[config.mk]
export PLATFORM = sky130hd
export DESIGN_NAME = lsu_port
export DESIGN_NICKNAME = d
export VERILOG_FILES = /design/src/rtl/lsu_port.sv
export SDC_FILE = /design/constraint.sdc
export NUM_CORES = 1
export LEC_CHECK = 0
export ABC_CLOCK_PERIOD_IN_PS = 3900
export BUFFER_PORTS_ARGS = -buffer_cell sky130_fd_sc_hd__buf_2
export CORE_MARGIN = 1.5
export CORE_UTILIZATION = 50
export CTS_CLUSTER_DIAMETER = 40
export DETAILED_ROUTE_END_ITERATION = 10
export GPL_ROUTABILITY_DRIVEN = 0
export PLACE_DENSITY = 0.86
export SLEW_MARGIN = 20
export SYNTH_ARGS = -nofsm -noshare
export SYNTH_HDL_FRONTEND = slang
export SYNTH_SLANG_ARGS = --single-unit
[constraint.sdc]
create_clock -name clk -period 3.9 [get_ports clk]
set_clock_uncertainty 0.05 [all_clocks]
set_input_delay 0.585 -clock clk [delete_from_list [all_inputs] [get_ports clk]]
set_output_delay 0.585 -clock clk [all_outputs]
set_load 0.01 [all_outputs]
[src/rtl/lsu_port.sv]
// lsu_port: RV32I load/store port between a CPU request interface and a
// single-cycle-latency word memory. Byte and halfword stores are done as
// read-modify-write of the containing word.
// Optional feature: define LSU_MISALIGN_TRAP_EN to reject misaligned
// halfword/word accesses. Without it, the address bits below natural
// alignment are ignored.
module lsu_port #(
   parameter int MEM_BYTES = 64
) (
   input  logic        clk,
   input  logic        rst_n,
   input  logic        req_valid,
   output logic        req_ready,
   input  logic        req_we,
   input  logic [2:0]  req_funct3,
   input  logic [31:0] req_addr,
   input  logic [31:0] req_wdata,
   output logic        rsp_valid,
   output logic [31:0] rsp_rdata,
   output logic        rsp_err,
   output logic [31:0] mem_addr,
   output logic        mem_ren,
   output logic        mem_wen,
   output logic [31:0] mem_wdata,
   input  logic [31:0] mem_rdata
);

   typedef enum logic [2:0] {
      IDLE  = 3'd0,
      READ  = 3'd1,
      WAIT  = 3'd2,
      WRITE = 3'd3,
      RESP  = 3'd4
   } state_t;

   state_t      state_r, state_s;
   logic        we_r, we_s;
   logic [2:0]  funct3_r, funct3_s;
   logic [31:0] addr_r, addr_s;
   logic [31:0] wdata_r, wdata_s;
   logic [31:0] word_r, word_s;

   logic        req_ready_s, rsp_valid_s, rsp_err_s, mem_ren_s, mem_wen_s;
   logic [31:0] rsp_rdata_s, mem_addr_s;

   logic        f3_legal_s, misalign_s, req_err_s;
   logic [32:0] size_s, end_s;

   // Extract and extend the addressed byte/halfword of a loaded word.
   function automatic logic [31:0] load_extract(input logic [31:0] word,
                                                input logic [2:0]  f3,
                                                input logic [1:0]  a);
      logic [7:0]  b;
      logic [15:0] h;
      logic [31:0] r;
      case (a)
         2'd0:    b = word[7:0];
         2'd1:    b = word[15:8];
         2'd2:    b = word[23:16];
         2'd3:    b = word[31:24];
         default: b = 8'd0;
      endcase
      h = a[1] ? word[31:16] : word[15:0];
      case (f3)
         3'd0:    r = {{24{b[7]}}, b};
         3'd1:    r = {{16{h[15]}}, h};
         3'd2:    r = word;
         3'd4:    r = {24'd0, b};
         3'd5:    r = {16'd0, h};
         default: r = 32'd0;
      endcase
      return r;
   endfunction

   // Replace the addressed byte/halfword lane of a word with store data.
   function automatic logic [31:0] store_merge(input logic [31:0] word,
                                               input logic [2:0]  f3,
                                               input logic [1:0]  a,
                                               input logic [31:0] wd);
      logic [31:0] r;
      r = word;
      case (f3)
         3'd0: begin
            case (a)
               2'd0:    r[7:0]   = wd[7:0];
               2'd1:    r[15:8]  = wd[7:0];
               2'd2:    r[23:16] = wd[7:0];
               2'd3:    r[31:24] = wd[7:0];
               default: r = word;
            endcase
         end
         3'd1: begin
            if (a[1]) begin
               r[31:16] = wd[15:0];
            end else begin
               r[15:0] = wd[15:0];
            end
         end
         3'd2:    r = wd;
         default: r = word;
      endcase
      return r;
   endfunction

   // Classify the incoming request: legal width code, range and alignment.
   always_comb begin
      case (req_funct3[1:0])
         2'd0:    size_s = 33'd1;
         2'd1:    size_s = 33'd2;
         2'd2:    size_s = 33'd4;
         default: size_s = 33'd4;
      endcase
      if (req_we) begin
         f3_legal_s = (req_funct3 == 3'd0) || (req_funct3 == 3'd1) || (req_funct3 == 3'd2);
      end else begin
         f3_legal_s = (req_funct3 != 3'd3) && (req_funct3 != 3'd6) && (req_funct3 != 3'd7);
      end
      end_s = {1'b0, req_addr} + size_s;
`ifdef LSU_MISALIGN_TRAP_EN
      misalign_s = ((req_funct3[1:0] == 2'd1) && req_addr[0]) ||
                   ((req_funct3[1:0] == 2'd2) && (req_addr[1:0] != 2'b00));
`else
      misalign_s = 1'b0;
`endif
      req_err_s = !f3_legal_s ||
                  ({1'b0, req_addr} >= 33'(MEM_BYTES)) ||
                  (end_s > 33'(MEM_BYTES)) ||
                  misalign_s;
   end

   // Next-state and next-output decode; every output is loaded into a register.
   always_comb begin
      state_s     = state_r;
      we_s        = we_r;
      funct3_s    = funct3_r;
      addr_s      = addr_r;
      wdata_s     = wdata_r;
      word_s      = word_r;
      req_ready_s = 1'b0;
      rsp_valid_s = 1'b0;
      rsp_err_s   = 1'b0;
      rsp_rdata_s = 32'd0;
      mem_addr_s  = 32'd0;
      mem_ren_s   = 1'b0;
      mem_wen_s   = 1'b0;
      case (state_r)
         IDLE: begin
            if (req_valid && req_ready) begin
               we_s     = req_we;
               funct3_s = req_funct3;
               addr_s   = req_addr;
               wdata_s  = req_wdata;
               if (req_err_s) begin
                  state_s     = RESP;
                  rsp_valid_s = 1'b1;
                  rsp_err_s   = 1'b1;
               end else if (req_we && (req_funct3 == 3'd2)) begin
                  state_s    = WRITE;
                  mem_wen_s  = 1'b1;
                  mem_addr_s = {req_addr[31:2], 2'b00};
                  word_s     = req_wdata;
               end else begin
                  state_s    = READ;
                  mem_ren_s  = 1'b1;
                  mem_addr_s = {req_addr[31:2], 2'b00};
               end
            end else begin
               req_ready_s = 1'b1;
            end
         end
         READ: begin
            state_s = WAIT;
         end
         WAIT: begin
            if (we_r) begin
               state_s    = WRITE;
               mem_wen_s  = 1'b1;
               mem_addr_s = {addr_r[31:2], 2'b00};
               word_s     = store_merge(mem_rdata, funct3_r, addr_r[1:0], wdata_r);
            end else begin
               state_s     = RESP;
               rsp_valid_s = 1'b1;
               rsp_rdata_s = load_extract(mem_rdata, funct3_r, addr_r[1:0]);
               word_s      = mem_rdata;
            end
         end
         WRITE: begin
            state_s     = RESP;
            rsp_valid_s = 1'b1;
         end
         RESP: begin
            state_s     = IDLE;
            req_ready_s = 1'b1;
         end
         default: begin
            state_s = IDLE;
         end
      endcase
   end

   // State and output registers with synchronous active-low reset.
   always_ff @(posedge clk) begin
      if (!rst_n) begin
         state_r   <= IDLE;
         we_r      <= 1'b0;
         funct3_r  <= 3'd0;
         addr_r    <= 32'd0;
         wdata_r   <= 32'd0;
         word_r    <= 32'd0;
         req_ready <= 1'b0;
         rsp_valid <= 1'b0;
         rsp_err   <= 1'b0;
         rsp_rdata <= 32'd0;
         mem_addr  <= 32'd0;
         mem_ren   <= 1'b0;
         mem_wen   <= 1'b0;
      end else begin
         state_r   <= state_s;
         we_r      <= we_s;
         funct3_r  <= funct3_s;
         addr_r    <= addr_s;
         wdata_r   <= wdata_s;
         word_r    <= word_s;
         req_ready <= req_ready_s;
         rsp_valid <= rsp_valid_s;
         rsp_err   <= rsp_err_s;
         rsp_rdata <= rsp_rdata_s;
         mem_addr  <= mem_addr_s;
         mem_ren   <= mem_ren_s;
         mem_wen   <= mem_wen_s;
      end
   end

   // The data word register doubles as the write-data output.
   assign mem_wdata = word_r;

endmodule

==> run_results.csv, run 1 <==
group,metric,value,unit
die,die_h,125,microns
synthesis,synth_xor_area_frac,0.00356,
sta,worst_pin_slew,0.949,ns
cells_and_area,final_common_cell,"buf_2",
setup_path,path_max_fanout,40,
synthesis,ys_seq_area_frac,0.461,
synthesis,yosys.area_share.adder,0.00779,
cells_and_area,drive_gt1_frac,0.244,
setup_path,cp_top_family,"compound AO/OA/AOI/OAI gates",
detailed_routing,drt_first_pass_iters,8,
sta,final_hold_viol_count,0,
synthesis,netlist-cell-type-count,56,
power,combPwrFrac,0.094,
synthesis,async_flop_share,0,
cells_and_area,area_growth,22.3,%
power,seq_power_share,0.467,
placed_design,port_buffers,201,
cells_and_area,nets,1163,
sta,drv_slew,0,
setup_path,critPathSlowestCell,"a2111o_1",
global_route,grt_pass1_vias,6889,
global_route,antenna_found_initial,3,
sta,setup-tns-final,0,ns
sta,fin_ws,1.08,ns
clock_tree,root_buffer,"clkbuf_16",
detailed_routing,drc,0,
die,die-area,15500,sq um
die,coreArea,14500,sq um
setup_path,startpoint_type,"input pin",
power,leakagePower,3.97,nW
clock_tree,clk_pin_slew,0.06,ns
synthesis,synthTopCellsByArea,"dfxtp_1 46%, nand2_1 9.5%, a21oi_1 8.7%, clkbuf_1 3.3%, a22oi_1 2.9%",
setup_path,required,4.17,ns
cells_and_area,final_cells,1254,
power,power.switching,0.950,mW
cells_and_area,final_cell_mix,"201 x buf_2, 187 x nand2_1, 170 x dfxtp_1",
status,status,"finished, final reports clean",
synthesis,netlist_area,7380,sq um
synthesis,yosysTopAreaCellShare,0.461,
clock_tree,post_cts_buffers,0,
sta,period_needed,2.82,ns
synthesis,muxShareOfSynthArea,0.0280,
global_route,grt_use_total,0.284,
worst_hold_path,min_path_type,"in -> reg",
die,ios,204,
clock_tree,cts_tree,"done",
setup_path,critPathMaxStageDelay,0.42,ns
detailed_routing,antenna_left,0,
sta,period_share,0.724,
detailed_routing,drt_iter0_markers,975,
synthesis,synth_top_area_cell,"dfxtp_1",
synthesis,netlist_instances,894,
synthesis,synth_seq_cells,170,
setup_path,worstPathCellList,"buf_2, nor2b_1, ha_1, a21o_1, a2111o_1, o211ai_1, a41o_1, buf_4, a31oi_1, a311o_1",
detailed_routing,vias,7533,
detailed_routing,wl_per_cell,18.2,microns
synthesis,synth_compound_area_frac,0.243,
power,clockPowerShare,0.439,
sta,grt_setup_unrepaired,"no",
power,pwr_density_cell,428,nW/um^2
sta,hold_slack,0.355,ns
placed_design,dp_cells,1221,
sta,finalSetupViolCount,0,
die,placementRows,44,
setup_path,cp-end-kind,"flop",
power,irDropWorstVdd,0.301,mV
setup_path,ff2ff_setup_slack,1.09,ns
synthesis,synth-edff-count,0,
setup_path,cp_num_buf_inv,2,
placed_design,dp_hpwl,16.1,mm
synthesis,ys.flop_type,"dfxtp_1",
global_route,grt_pass1_wl,35.5,mm
sta,maxSlewHeadroom,0.363,
clock_tree,worstSkewPairLatency,0.43,ns
global_route,grt-ovfl-total,0,
clock_tree,holdBufCountCts,0,
synthesis,ys_warn_count,0,
synthesis,synth_top_family_by_area,"compound AO/OA/AOI/OAI gates",
placed_design,pre_cts_ws,0.662,ns
die,die_x,125,microns
global_route,grt_max_degree,55,
detailed_routing,routed_wirelength,22.8,mm
setup_path,worstPathArrival,3.09,ns
synthesis,synthSimpleGateAreaFrac,0.209,
sta,fmax,0.354,GHz
clock_tree,clock_sinks,170,
synthesis,synth_area_per_cell,8.26,sq um
clock_tree,cts_resized,0,
clock_tree,htree_levels,4,
setup_path,criticalPathCategory,"in -> reg",
clock_tree,clock_path_buffers,2,
power,p_int,2.92,mW
detailed_routing,viasPerCell,6.01,
die,start_util,0.510,
run,drv_cap,0,
clock_tree,cts_inserted_buffers,17,
power,switching_share,0.246,
stage by stage:
stage	total power, mW	instance area [sq um]	utilization
floorplan	2.04	7390	-
global placement	2.19	8440	0.583
detailed placement	2.19	8440	0.583
CTS	3.87	9020	0.623
global route	3.99	9030	0.624
finish	3.87	9030	0.624
power groups by stage:
stage	Combinational [mW]	Clock [mW]	Sequential (mW)
2_1_floorplan	0.216	0	1.83
3_3_place_gp	0.346	0	1.84
3_5_place_dp	0.350	0	1.84
4_1_cts	0.353	1.71	1.80
5_1_grt	0.391	1.79	1.81
6_report	0.363	1.70	1.81
cell usage after synthesis (5+ instances only):
master      n
o311a_1    18
nand2_1   187
a21o_1      5
dfxtp_1   170
nor4_1      5
nor2b_1     8
mux2i_1    15
mux2_2      5
a31oi_1    20
a22oi_1    29
clkbuf_1   64
a311o_1    14
buf_4       5
a32oi_1     6
nor3_1      7
a21oi_1   128
and2_1     28
nand3_1     6
a222oi_1    7
nand4_1    26
o21ai_0    10
o22ai_1     6
nor2_1     56
a22o_1     13
sequential cells by signal (all words and copies together), names as in the netlist:
| name | flops |
|---|---|
| wdata_r | 32 |
| mem_ren | 1 |
| addr_r | 32 |
| rsp_err | 1 |
| req_ready | 1 |
| state_r | 3 |
| mem_wdata | 32 |
| we_r | 1 |
| rsp_rdata | 32 |
| mem_wen | 1 |
| mem_addr | 30 |
| funct3_r | 3 |
| rsp_valid | 1 |
worst paths after layout:
check	cells past startpoint	to	from
setup reg to reg	6	mem_wdata[16]	funct3_r[2]
setup / recovery	10	mem_wdata[23]	req_funct3[0]
hold reg to reg	2	addr_r[13]	addr_r[13]
hold / removal	3	wdata_r[19]	req_wdata[19]
metal layers:
layer,part of all wire,up-vias,global-route usage
li1,-,3532,-
met1,0.42,3487,0.394
met2,0.44,462,0.426
met3,0.11,52,0.0765
met4,0.026,0,0.0960
met5,0,-,0
tightest hold or removal path, stage by stage:
cell and delay, ns:
buf_2 0.11, nand2_1 0.05, a21oi_1 0.05
cell type report:
cell class	count	area, sq um
clock buffer	19	443
inverter	5	18.8
fill	1244	5450
antenna	3	7.51
timing repair buffer	218	1130
multi-input combinational	644	3650
clock inverter	11	145
sequential	170	3400
tap	184	230
logic make-up after synthesis:
kind of cell               Yosys count
AOI/OAI and AO/OA                  272
DFF                                170
muxes                               20
and+or+nand+nor                    343
adders and majority gates            4
xor gates and xnor gates             3
buffers and inverters               81
other                                1
No activity file was read; power rests on OpenSTA's default activity.
==> run 2, diff against run 1 <==
Settings changed: ABC_CLOCK_PERIOD_IN_PS 3900 to 2400, CORE_UTILIZATION 50 to 47, PLACE_DENSITY 0.86 to 0.85.
Clock period 3.9 ns to 2.4 ns, I/O delays scaled along.
==> run_results.csv, run 2 (synthesized netlist as in run 1, its figures left out) <==
group,metric,value,unit
power,p_int,4.89,mW
cells_and_area,stdcell_area,9350,sq um
placed_design,postPlaceCellArea,8730,sq um
sta,period_share,0.920,
global_route,grt_max_degree,87,
global_route,grt-ovfl-total,0,
sta,grt_setup_unrepaired,"no",
power,pwr_density_cell,691,nW/um^2
sta,period_needed,2.21,ns
power,switching_share,0.243,
setup_path,path_max_fanout,11,
setup_path,startpoint_type,"input pin",
setup_path,cp-end-kind,"flop",
worst_hold_path,min_path_type,"in -> reg",
sta,drv_slew,0,
clock_tree,clock_path_buffers,2,
sta,fmax,0.453,GHz
power,leakagePower,4.12,nW
clock_tree,htree_levels,4,
cells_and_area,drive_gt1_frac,0.263,
cells_and_area,area_growth,26.6,%
clock_tree,post_cts_buffers,0,
detailed_routing,routed_wirelength,23.6,mm
global_route,grt_use_total,0.285,
clock_tree,clk_pin_slew,0.06,ns
clock_tree,cts_resized,0,
clock_tree,cts_tree,"done",
sta,finalSetupViolCount,0,
power,power.switching,1.57,mW
sta,final_hold_viol_count,0,
die,die-area,16500,sq um
placed_design,pre_cts_ws,-0.231,ns
die,ios,204,
clock_tree,root_buffer,"clkbuf_16",
die,placementRows,45,
sta,worst_pin_slew,0.870,ns
setup_path,cp_top_family,"compound AO/OA/AOI/OAI gates",
die,die_h,128,microns
global_route,grt_pass1_vias,7219,
detailed_routing,drt_iter0_markers,948,
placed_design,dp_hpwl,16.6,mm
setup_path,critPathSlowestCell,"a2111o_1",
status,status,"finished, final reports clean",
setup_path,required,2.67,ns
detailed_routing,viasPerCell,5.95,
detailed_routing,antenna_left,0,
power,irDropWorstVdd,0.574,mV
power,clockPowerShare,0.447,
run,drv_cap,0,
detailed_routing,wl_per_cell,18.1,microns
sta,setup-tns-final,0,ns
detailed_routing,drc,0,
detailed_routing,vias,7779,
setup_path,criticalPathCategory,"in -> reg",
clock_tree,holdBufCountCts,0,
detailed_routing,drt_first_pass_iters,7,
power,combPwrFrac,0.101,
sta,maxSlewHeadroom,0.420,
sta,fin_ws,0.191,ns
clock_tree,worstSkewPairLatency,0.43,ns
cells_and_area,final_common_cell,"buf_2",
placed_design,port_buffers,201,
die,start_util,0.484,
cells_and_area,final_cell_mix,"201 x buf_2, 187 x nand2_1, 170 x dfxtp_1",
placed_design,dp_cells,1274,
cells_and_area,nets,1189,
cells_and_area,utilization,0.613,
global_route,grt_pass1_wl,36.8,mm
clock_tree,cts_inserted_buffers,17,
setup_path,worstPathArrival,2.48,ns
setup_path,cp_num_buf_inv,2,
clock_tree,clock_sinks,170,
global_route,antenna_found_initial,2,
setup_path,critPathMaxStageDelay,0.36,ns
setup_path,worstPathCellList,"buf_2, nor2b_2, ha_1, a21o_1, a2111o_1, o211ai_1, a41o_1, buf_4, a21oi_1, o21a_1",
power,seq_power_share,0.453,
die,coreArea,15300,sq um
cells_and_area,final_cells,1307,
die,die_x,128,microns
-- run 2: cell types whose count changed in the layout (fill, tap and decap cells not counted), moves of 2 or more --
cell / change
clkinvlp_4: +2
buf_12: +5
buf_4: +21
clkinv_4: -2
-- run 2: power by group through the flow --
| stage | registers [mW] | clock network (mW) | logic, mW |
|---|---|---|---|
| floorplan | 2.97 | 0 | 0.357 |
| CTS | 2.92 | 2.91 | 0.631 |
| finish | 2.92 | 2.88 | 0.650 |
| global placement | 2.98 | 0 | 0.617 |
| detailed placement | 2.98 | 0 | 0.626 |
| global route | 2.93 | 3.04 | 0.701 |
-- run 2: tightest hold or removal path: cells and delay by family --
family | cells | cell delay [ns]
buffers and inverters | 1 | 0.10
AO/OA/AOI/OAI | 1 | 0.05
AND/OR/NAND/NOR | 1 | 0.05
-- run 2: layout make-up --
class                      instances  area [sq um]
timing repair buffer             244          1390
tap                              211           264
fill                            1322          5910
sequential                       170          3400
inverter                           5          18.8
clock buffer                      20           447
antenna                            2          5.00
clock inverter                    11           168
multi-input combinational        644          3650
-- run 2: metal layers --
| metal | share of wire | wire length, microns | GRT usage |
|---|---|---|---|
| met5 | 0 | 0 | 0 |
| met4 | 0.037 | 883 | 0.139 |
| met3 | 0.11 | 2650 | 0.0624 |
| met2 | 0.44 | 10400 | 0.432 |
| met1 | 0.41 | 9680 | 0.387 |
-- run 2: metrics by stage --
stage / hold slack, ns / total power [mW]
2_1_floorplan: 0.380 / 3.32
3_3_place_gp: 0.385 / 3.60
3_5_place_dp: 0.390 / 3.61
4_1_cts: 0.112 / 6.46
5_1_grt: 0.125 / 6.67
6_report: 0.127 / 6.46
-- run 2: worst paths after layout --
path	start	end	slack, ns	cells after the start
setup / recovery	req_funct3[0]	state_r[2]	0.19	10
hold / removal	req_wdata[29]	wdata_r[29]	0.13	3
setup reg to reg	we_r	mem_wdata[4]	0.21	6
hold reg to reg	addr_r[12]	mem_addr[12]	0.40	1
==> run 3, diff against run 2 <==
Settings changed: RECOVER_POWER set to 50.
==> run_results.csv, run 3 (synthesized netlist as in run 1, its figures left out) <==
group,metric,value,unit
status,status,"finished, final reports clean",
clock_tree,htree_levels,4,
setup_path,criticalPathCategory,"reg -> reg",
clock_tree,post_cts_buffers,0,
setup_path,worstPathCellList,"buf_4, nor2b_1, nor2b_1, nor2_2, a22oi_1, a21oi_1, o311a_1",
detailed_routing,drt_iter0_markers,838,
setup_path,startpoint_type,"flop",
power,clockPowerShare,0.447,
clock_tree,cts_inserted_buffers,17,
setup_path,critPathSlowestCell,"nor2b_1",
detailed_routing,routed_wirelength,23.7,mm
die,die-area,16500,sq um
clock_tree,holdBufCountCts,0,
clock_tree,clk_pin_slew,0.06,ns
setup_path,cp-end-kind,"flop",
sta,worst_pin_slew,0.885,ns
clock_tree,cts_tree,"done",
setup_path,path_max_fanout,20,
power,p_int,4.89,mW
global_route,grt_pass1_wl,36.8,mm
placed_design,dp_hpwl,16.6,mm
cells_and_area,drive_gt1_frac,0.173,
cells_and_area,nets,1189,
power,power.switching,1.57,mW
setup_path,r2r_cells,7,
placed_design,port_buffers,201,
setup_path,r2r-start,"funct3_r[0]",
power,p_total,6.46,mW
sta,period_share,0.928,
run,drv_cap,0,
setup_path,ff2ff_setup_slack,0.17,ns
sta,setup-tns-final,0,ns
power,switching_share,0.244,
global_route,grt-ovfl-total,0,
power,irDropWorstVdd,0.574,mV
sta,fin_ws,0.172,ns
setup_path,critPathMaxStageDelay,0.46,ns
worst_hold_path,hold_path_end,"addr_r[10]",
die,ios,204,
global_route,grt_pass1_vias,7219,
sta,period_needed,2.23,ns
cells_and_area,fillers,1365,
sta,grt_setup_unrepaired,"no",
sta,maxSlewHeadroom,0.410,
global_route,grt_use_total,0.285,
power,seq_power_share,0.453,
cells_and_area,final_common_cell,"nand2_1",
sta,hold_slack,0.125,ns
detailed_routing,wl_per_cell,18.1,microns
detailed_routing,drc,0,
clock_tree,root_buffer,"clkbuf_16",
die,start_util,0.484,
sta,final_hold_viol_count,0,
worst_hold_path,whs_path_depth,3,
power,leakagePower,3.68,nW
sta,fmax,0.449,GHz
clock_tree,worstSkewPairLatency,0.43,ns
detailed_routing,drt_first_pass_iters,6,
detailed_routing,antenna_left,0,
clock_tree,clock_path_buffers,2,
clock_tree,clock_sinks,170,
sta,finalSetupViolCount,0,
clock_tree,cts_resized,0,
die,die_h,128,microns
worst_hold_path,hold_path.startpoint,"req_addr[10]",
cells_and_area,area_growth,24.9,%
die,coreArea,15300,sq um
power,pwr_density_cell,700,nW/um^2
global_route,grt_max_degree,87,
setup_path,cp_num_buf_inv,1,
worst_hold_path,min_path_type,"in -> reg",
die,die_x,128,microns
setup_path,critical_path.most_common_cell,"nor2b_1",
setup_path,cp_top_family,"simple AND/OR/NAND/NOR gates",
setup_path,worstPathArrival,2.55,ns
placed_design,pre_cts_ws,-0.231,ns
setup_path,required,2.73,ns
cells_and_area,final_cell_mix,"187 x nand2_1, 170 x dfxtp_1, 128 x a21oi_1",
global_route,antenna_found_initial,2,
sta,drv_slew,0,
detailed_routing,viasPerCell,5.97,
setup_path,r2r_end,"mem_wdata[13]",
detailed_routing,vias,7797,
power,combPwrFrac,0.101,
die,placementRows,45,
==> run 3: changes by cell type in the layout (fill, tap and decap cells not counted) <==
cell / delta
clkbuf_1: +99
buf_2: -99
buf_4: -2
clkbuf_2: +2
==> run 3: area by class of cell <==
class / instances / area (sq um) / area share
Clock inverter: 11 / 168 / 0.0182
Timing Repair Buffer: 244 / 1260 / 0.137
Multi-Input combinational cell: 644 / 3650 / 0.396
Antenna cell: 2 / 5.00 / 0.000543
Tap cell: 211 / 264 / 0.0286
Clock buffer: 20 / 447 / 0.0484
Sequential cell: 170 / 3400 / 0.369
Inverter: 5 / 18.8 / 0.00204
==> run 3: power by group through the flow <==
stage / registers, mW / clock network (mW) / logic, mW
finish: 2.92 / 2.88 / 0.650
global route: 2.93 / 3.04 / 0.700
CTS: 2.92 / 2.91 / 0.631
detailed placement: 2.98 / 0 / 0.626
global placement: 2.98 / 0 / 0.617
floorplan: 2.97 / 0 / 0.357
==> run 3: metal layers <==
metal / track usage / part of all wire / up-vias
met4: 0.139 / 0.038 / 0
met5: 0 / 0 / -
li1: - / - / 3585
met2: 0.432 / 0.44 / 492
met1: 0.387 / 0.42 / 3632
met3: 0.0624 / 0.11 / 88
==> run 3: how the worst max path moves through the flow <==
stage,depth (start not counted),end,startpoint,slack (ns)
6_report,7,mem_wdata[13],funct3_r[0],0.17
3_5_place_dp,11,mem_wdata[20],req_funct3[0],-0.23
3_3_place_gp,11,mem_wdata[23],req_funct3[0],-0.19
2_1_floorplan,10,mem_wdata[18],req_funct3[0],0.009
5_1_grt,7,mem_wdata[9],funct3_r[0],0.03
4_1_cts,10,state_r[2],req_funct3[0],0.21
==> run 3: worst reg2reg max path, delay by kind of cell (launching register included) <==
family                 cells  cell delay, ns
flip-flops                 1            0.31
buffers and inverters      1            0.21
AO/OA/AOI/OAI              3            0.65
AND/OR/NAND/NOR            3            0.95
==> run 3: metrics by stage <==
step	util	cells	area [sq um]
after detailed placement	0.572	1274	8730
final	0.604	1307	9220
after global placement	0.572	1274	8730
after floorplan	-	895	7420
after global routing	0.604	1307	9220
after CTS	0.613	1305	9350
